File: src/rtl/mem_arbiter_if.sv
// Request/response bundle shared by the flintRV fetch and load/store requesters,
// mem_arbiter and the unified memory port. "master" is the arbiter side.
interface mem_arbiter_if #(
  parameter int unsigned ADDR_W = 32,
  parameter int unsigned DATA_W = 32
);
  logic              i_req;
  logic [ADDR_W-1:0] i_addr;
  logic              i_gnt;
  logic              i_rvalid;
  logic [DATA_W-1:0] i_rdata;

  logic                d_req;
  logic                d_we;
  logic [DATA_W/8-1:0] d_be;
  logic [ADDR_W-1:0]   d_addr;
  logic [DATA_W-1:0]   d_wdata;
  logic                d_gnt;
  logic                d_rvalid;
  logic [DATA_W-1:0]   d_rdata;

  logic                m_req;
  logic                m_we;
  logic [DATA_W/8-1:0] m_be;
  logic [ADDR_W-1:0]   m_addr;
  logic [DATA_W-1:0]   m_wdata;
  logic                m_ready;
  logic                m_rvalid;
  logic [DATA_W-1:0]   m_rdata;

  modport master (
    input  i_req, i_addr,
    output i_gnt, i_rvalid, i_rdata,
    input  d_req, d_we, d_be, d_addr, d_wdata,
    output d_gnt, d_rvalid, d_rdata,
    output m_req, m_we, m_be, m_addr, m_wdata,
    input  m_ready, m_rvalid, m_rdata
  );

  modport slave (
    output i_req, i_addr,
    input  i_gnt, i_rvalid, i_rdata,
    output d_req, d_we, d_be, d_addr, d_wdata,
    input  d_gnt, d_rvalid, d_rdata,
    input  m_req, m_we, m_be, m_addr, m_wdata,
    output m_ready, m_rvalid, m_rdata
  );
endinterface

File: src/rtl/mem_arbiter.sv
// Single-port memory arbiter for flintRV: data over fetch, one transaction in flight.
// Define FLINTRV_ARB_STARVE_EN to build the fetch starvation guard.
module mem_arbiter #(
  parameter int unsigned ADDR_W     = 32,
  parameter int unsigned DATA_W     = 32,
  parameter int unsigned STARVE_MAX = 4
) (
  input logic           clk,
  input logic           rst_n,
  mem_arbiter_if.master bus
);
  localparam int unsigned BE_W = DATA_W / 8;

  typedef enum logic [1:0] {IDLE, ISSUE, WAIT_RD} state_e;

  state_e              state_q, state_d;
  logic                owner_d_q, owner_d_d;  // 1: load/store owns the transaction
  logic                m_req_q, m_req_d;
  logic                m_we_q, m_we_d;
  logic [BE_W-1:0]     m_be_q, m_be_d;
  logic [ADDR_W-1:0]   m_addr_q, m_addr_d;
  logic [DATA_W-1:0]   m_wdata_q, m_wdata_d;

  logic              grant_i, grant_d, force_i;
  logic              i_rvalid, d_rvalid;
  logic [DATA_W-1:0] i_rdata, d_rdata;

`ifdef FLINTRV_ARB_STARVE_EN
  logic [3:0] starve_q, starve_d;

  assign force_i = (starve_q == 4'(STARVE_MAX));

  always_comb begin
    starve_d = starve_q;
    if (grant_i || (grant_d && !bus.i_req)) begin
      starve_d = '0;
    end else if (grant_d) begin
      starve_d = starve_q + 4'd1;
    end
  end

  always_ff @(posedge clk) begin
    if (!rst_n) starve_q <= '0;
    else        starve_q <= starve_d;
  end
`else
  logic unused_starve_max;

  assign force_i           = 1'b0;
  assign unused_starve_max = ^(4'(STARVE_MAX));
`endif

  // Grants and responses are suppressed while reset is held so nothing leaks out of the reset cycle.
  always_comb begin
    state_d   = state_q;
    owner_d_d = owner_d_q;
    m_req_d   = m_req_q;
    m_we_d    = m_we_q;
    m_be_d    = m_be_q;
    m_addr_d  = m_addr_q;
    m_wdata_d = m_wdata_q;
    grant_i   = 1'b0;
    grant_d   = 1'b0;
    i_rvalid  = 1'b0;
    d_rvalid  = 1'b0;
    i_rdata   = '0;
    d_rdata   = '0;
    unique case (state_q)
      IDLE: begin
        if (rst_n) begin
          grant_i = bus.i_req && (!bus.d_req || force_i);
          grant_d = bus.d_req && !grant_i;
        end
        if (grant_d) begin
          owner_d_d = 1'b1;
          m_req_d   = 1'b1;
          m_we_d    = bus.d_we;
          m_be_d    = bus.d_be;
          m_addr_d  = bus.d_addr;
          m_wdata_d = bus.d_wdata;
          state_d   = ISSUE;
        end else if (grant_i) begin
          owner_d_d = 1'b0;
          m_req_d   = 1'b1;
          m_we_d    = 1'b0;
          m_be_d    = '1;
          m_addr_d  = bus.i_addr;
          m_wdata_d = '0;
          state_d   = ISSUE;
        end
      end
      ISSUE: begin
        if (bus.m_ready) begin
          m_req_d = 1'b0;
          if (m_we_q) begin
            d_rvalid = rst_n;
            state_d  = IDLE;
          end else begin
            state_d = WAIT_RD;
          end
        end
      end
      WAIT_RD: begin
        if (bus.m_rvalid && rst_n) begin
          if (owner_d_q) begin
            d_rvalid = 1'b1;
            d_rdata  = bus.m_rdata;
          end else begin
            i_rvalid = 1'b1;
            i_rdata  = bus.m_rdata;
          end
          state_d = IDLE;
        end
      end
      default: state_d = IDLE;
    endcase
  end

  always_ff @(posedge clk) begin
    if (!rst_n) begin
      state_q   <= IDLE;
      owner_d_q <= 1'b0;
      m_req_q   <= 1'b0;
      m_we_q    <= 1'b0;
      m_be_q    <= '0;
      m_addr_q  <= '0;
      m_wdata_q <= '0;
    end else begin
      state_q   <= state_d;
      owner_d_q <= owner_d_d;
      m_req_q   <= m_req_d;
      m_we_q    <= m_we_d;
      m_be_q    <= m_be_d;
      m_addr_q  <= m_addr_d;
      m_wdata_q <= m_wdata_d;
    end
  end

  assign bus.i_gnt    = grant_i;
  assign bus.d_gnt    = grant_d;
  assign bus.i_rvalid = i_rvalid;
  assign bus.i_rdata  = i_rdata;
  assign bus.d_rvalid = d_rvalid;
  assign bus.d_rdata  = d_rdata;
  assign bus.m_req    = m_req_q;
  assign bus.m_we     = m_we_q;
  assign bus.m_be     = m_be_q;
  assign bus.m_addr   = m_addr_q;
  assign bus.m_wdata  = m_wdata_q;
endmodule

File: src/flat_wrapper.sv
// flat-port wrapper written by rule: the top's interface ports become plain ports
module mem_arbiter_flat 
#(
  parameter int unsigned ADDR_W     = 32,
  parameter int unsigned DATA_W     = 32,
  parameter int unsigned STARVE_MAX = 4
)
  (clk, rst_n, bus_i_req, bus_i_addr, bus_i_gnt, bus_i_rvalid, bus_i_rdata, bus_d_req, bus_d_we, bus_d_be, bus_d_addr, bus_d_wdata, bus_d_gnt, bus_d_rvalid, bus_d_rdata, bus_m_req, bus_m_we, bus_m_be, bus_m_addr, bus_m_wdata, bus_m_ready, bus_m_rvalid, bus_m_rdata);
  mem_arbiter_if #(.ADDR_W(ADDR_W), .DATA_W(DATA_W)) bus_i ();
  input logic clk;
  input logic rst_n;
  input wire logic [$bits(bus_i.i_req)-1:0] bus_i_req;
  input wire logic [$bits(bus_i.i_addr)-1:0] bus_i_addr;
  output wire logic [$bits(bus_i.i_gnt)-1:0] bus_i_gnt;
  output wire logic [$bits(bus_i.i_rvalid)-1:0] bus_i_rvalid;
  output wire logic [$bits(bus_i.i_rdata)-1:0] bus_i_rdata;
  input wire logic [$bits(bus_i.d_req)-1:0] bus_d_req;
  input wire logic [$bits(bus_i.d_we)-1:0] bus_d_we;
  input wire logic [$bits(bus_i.d_be)-1:0] bus_d_be;
  input wire logic [$bits(bus_i.d_addr)-1:0] bus_d_addr;
  input wire logic [$bits(bus_i.d_wdata)-1:0] bus_d_wdata;
  output wire logic [$bits(bus_i.d_gnt)-1:0] bus_d_gnt;
  output wire logic [$bits(bus_i.d_rvalid)-1:0] bus_d_rvalid;
  output wire logic [$bits(bus_i.d_rdata)-1:0] bus_d_rdata;
  output wire logic [$bits(bus_i.m_req)-1:0] bus_m_req;
  output wire logic [$bits(bus_i.m_we)-1:0] bus_m_we;
  output wire logic [$bits(bus_i.m_be)-1:0] bus_m_be;
  output wire logic [$bits(bus_i.m_addr)-1:0] bus_m_addr;
  output wire logic [$bits(bus_i.m_wdata)-1:0] bus_m_wdata;
  input wire logic [$bits(bus_i.m_ready)-1:0] bus_m_ready;
  input wire logic [$bits(bus_i.m_rvalid)-1:0] bus_m_rvalid;
  input wire logic [$bits(bus_i.m_rdata)-1:0] bus_m_rdata;
  assign bus_i.i_req = bus_i_req;
  assign bus_i.i_addr = bus_i_addr;
  assign bus_i_gnt = bus_i.i_gnt;
  assign bus_i_rvalid = bus_i.i_rvalid;
  assign bus_i_rdata = bus_i.i_rdata;
  assign bus_i.d_req = bus_d_req;
  assign bus_i.d_we = bus_d_we;
  assign bus_i.d_be = bus_d_be;
  assign bus_i.d_addr = bus_d_addr;
  assign bus_i.d_wdata = bus_d_wdata;
  assign bus_d_gnt = bus_i.d_gnt;
  assign bus_d_rvalid = bus_i.d_rvalid;
  assign bus_d_rdata = bus_i.d_rdata;
  assign bus_m_req = bus_i.m_req;
  assign bus_m_we = bus_i.m_we;
  assign bus_m_be = bus_i.m_be;
  assign bus_m_addr = bus_i.m_addr;
  assign bus_m_wdata = bus_i.m_wdata;
  assign bus_i.m_ready = bus_m_ready;
  assign bus_i.m_rvalid = bus_m_rvalid;
  assign bus_i.m_rdata = bus_m_rdata;
  mem_arbiter #(.ADDR_W(ADDR_W), .DATA_W(DATA_W), .STARVE_MAX(STARVE_MAX)) u_core (.clk(clk), .rst_n(rst_n), .bus(bus_i));
endmodule
File: config.mk
export PLATFORM = sky130hd
export DESIGN_NAME = mem_arbiter_flat
export DESIGN_NICKNAME = d
export VERILOG_FILES = /design/src/rtl/mem_arbiter_if.sv /design/src/rtl/mem_arbiter.sv /design/src/flat_wrapper.sv
export SDC_FILE = /design/constraint.sdc
export NUM_CORES = 1
export LEC_CHECK = 0
export ABC_CLOCK_PERIOD_IN_PS = 4600
export BUFFER_PORTS_ARGS = -buffer_cell sky130_fd_sc_hd__buf_2
export CAP_MARGIN = 10
export CORE_AREA = 2 2 109 111
export CTS_CLUSTER_SIZE = 14
export DETAILED_ROUTE_END_ITERATION = 7
export DIE_AREA = 0 0 111 113
export MAX_ROUTING_LAYER = met4
export PLACE_DENSITY = 0.77
export SLEW_MARGIN = 0
export SYNTH_ARGS = -nofsm -noshare
export SYNTH_HDL_FRONTEND = slang
export SYNTH_SLANG_ARGS = --single-unit
export TNS_END_PERCENT = 100
File: constraint.sdc
create_clock -name clk -period 4.6 [get_ports clk]
set_clock_uncertainty 0.15 [all_clocks]
set_input_delay 0.23 -clock clk [delete_from_list [all_inputs] [get_ports clk]]
set_output_delay 0.23 -clock clk [all_outputs]
set_load 0.1 [all_outputs]
==> impl_metrics.csv <==
group,metric,value,unit
status,status,"complete, no violations",
sta,setup_viol,0,
pwr,irDropWorstVdd,356.5,uV
synth,synth_edf_count,0,
cells_and_area,diodes,0,
synth,post-synth-top-count-cell,"dfxtp_1",
sta,relSlewSlack,55.62,%
routing,first_pass_iters,6,
synth,synth-simple-area-share,22.64,%
sta,final_hold_viol_count,0,
clock_network,postCtsSetupBuffers,0,
routing,vias_per_cell,4.665,
clock_network,cts_buffers,9,
synth,synth_mux_area_share,9.325,%
worst_setup_path,crit_type,"reg2out",
global_route,grt_pass1_wl,17370,um
worst_setup_path,startpoint_type,"register",
sta,worst_pin_slew,665.7,ps
clock_network,clockBufferDepth,2,
die,start_util,31.42,%
synth,synthArstFlopShare,0,%
die,dieWidth,111,um
synth,synthFlopType,"dfxtp_1",
global_route,grt_pass1_vias,3518,
cells_and_area,layoutNonFillerInstCount,778,
sta,finalSetupTns,0,ps
place,gp_congestion,0.7855,
worst_setup_path,cp_max_fo,34,
place,portBuffers,276,
routing,wl,11160,um
job,max_cap_viol_count,0,
synth,ys_warn_count,0,
synth,synth.area.top_cells,"dfxtp_1, and2_1, o211a_1",
die,io_pins,277,
synth,yosys.area.top_type,"dfxtp_1",
clock_network,clkSlewWorstSetupHoldPaths,60,ps
synth,synth-seq-cells,73,
sta,rsz0062_at_grt,"false",
pwr,p_leak,3.107,nW
hold_path,worstHoldPathType,"in2reg",
synth,synthCells,369,
global_route,antenna_found_initial,1,
clock_network,clock_latency,330,ps
sta,post-route-min-period,2863,ps
sta,max_freq,349.3,MHz
synth,synth_compound_area_share,19.68,%
place,dp_hpwl,8685,um
cells_and_area,layout.nets,774,
clock_network,cts.sinks,73,
worst_setup_path,worstSetupEndpointType,"primary output",
cells_and_area,drive_gt1_share,48.19,%
synth,avgSynthCellArea,9.599,sq um
place,dp.cells,761,
clock_network,htree_levels,3,
synth,syn_area,0.003542,sq mm
sta,slew_viol_final,0,
die,dieArea,0.01254,sq mm
routing,initialDrtViolationCount,144,
sta,final.period_utilization,62.23,%
clock_network,tritoncts,"built",
routing,final_antenna_net_count,0,
synth,ys_seq_area_share,41.26,%
pwr,power_density,542.4,mW/mm^2
synth,netlist.area_leader.share,41.26,%
routing,vias,3629,
global_route,overflow,0,
synth,syn_nets,513,
die,die_y,113,um
die,core_area,0.01127,sq mm
worst_setup_path,cp.arrival,2480,ps
cells_and_area,fin_util,46.90,%
synth,netlist-cell-type-count,30,
die,placementRows,39,
routing,drc,0,
synth,synth_common_cells,"dfxtp_1, and2_1, nand2_1",
cells_and_area,syn2layout_area_growth,49.24,%
clock_network,post_cts_resized,0,
global_route,grt_max_degree,51,
routing,wire_per_inst,14.35,um
synth,synth_top_family_by_area,"simple AND/OR/NAND/NOR gates",
synth,synthAdderAreaFrac,1.766,%
worst_setup_path,required,4220,ps
synth,synth_xor_area_share,0,%
global_route,track_usage,17.89,%
clock_network,ctsRootBufferMaster,"clkbuf_16",
==> power by group <==
part           switching [mW]  internal, mW
registers              0.0601         0.744
logic                    1.09         0.268
clock network           0.282         0.424
==> cells in the final DEF, fill, tap and decap left out, types with 2 or more instances in the layout <==
cell,n
buf_2,276
dfxtp_1,73
and2_1,63
nand2_1,37
mux2i_1,33
o211a_1,33
a22oi_1,33
nor2b_1,33
clkbuf_16,9
buf_4,6
ha_1,5
o221a_2,4
inv_1,3
nand3_1,2
nor2_1,2
o21ai_0,2
inv_6,2
clkinv_4,2
==> registers in the layout, indices dropped and copies added, names as in the netlist <==
signal,flops
u_core.state_q,2
u_core.bus.m_be,4
u_core.bus.m_wdata,32
u_core.owner_d_q,1
u_core.bus.m_addr,32
u_core.bus.m_we,1
u_core.bus.m_req,1
==> cell families (layout without fill, tap and decap cells) <==
logic type | count (synthesis) | count (layout)
buffers and inverters | 37 | 303
AND/OR/NAND/NOR | 142 | 142
AO/OA/AOI/OAI | 79 | 79
flip-flops | 73 | 73
multiplexers | 33 | 33
adder cells (fa/ha/maj) | 5 | 5
==> final timing paths <==
kind	cells after the start	start	end	slack [ps]
worst min register to register	1	u_core.bus.m_addr[2]$_SDFFE_PN0P_	u_core.bus.m_addr[2]$_SDFFE_PN0P_	340
worst max register to register	6	u_core.state_q[0]$_SDFFE_PN0P_	u_core.bus.m_addr[16]$_SDFFE_PN0P_	2230
worst min-delay path	2	bus_d_be[3]	u_core.bus.m_be[3]$_SDFFE_PN0P_	20
worst max-delay path	5	u_core.state_q[0]$_SDFFE_PN0P_	bus_d_gnt	1740
==> cell type report <==
class,count,area (sq um)
multi-input combinational,259,1892
tap,143,178.9
inverter,4,15.01
clock inverter,7,77.57
clock buffer,9,225.2
timing repair buffer,283,1436
sequential,73,1461
fill,1121,5986
==> repair_timing <==
item,in CTS,in global routing
endpoints found under the setup margin,0,0
hold buffers,1,0
hold endpoints to repair,1,0
==> per-layer routing <==
layer,global-route usage (%),vias to the layer above,routed length (um)
met3,3.964,16,821
met2,33.87,162,5989
met5,-,-,0
met1,18.40,1638,4183
li1,-,1813,-
met4,5.750,0,169
==> metrics by stage <==
step | power [mW] | cell area (sq um) | setup slack, ps | hold slack, ps
after CTS | 2.892 | 5286 | 1719 | 4.960
final | 2.867 | 5286 | 1737 | 22.93
after floorplan | 1.949 | 3542 | 1464 | 188.4
after global placement | 2.163 | 4974 | 1999 | 324.7
after global routing | 2.989 | 5286 | 1528 | 22.89
after detailed placement | 2.176 | 4974 | 1984 | 327.3
==> critical path, cell delays in order (launching register included) <==
cell and delay, ps:
dfxtp_1 350, inv_1 120, ha_1 300, nand3_1 280, inv_2 550, buf_2 540
No activity file was read; power rests on OpenSTA's default activity.
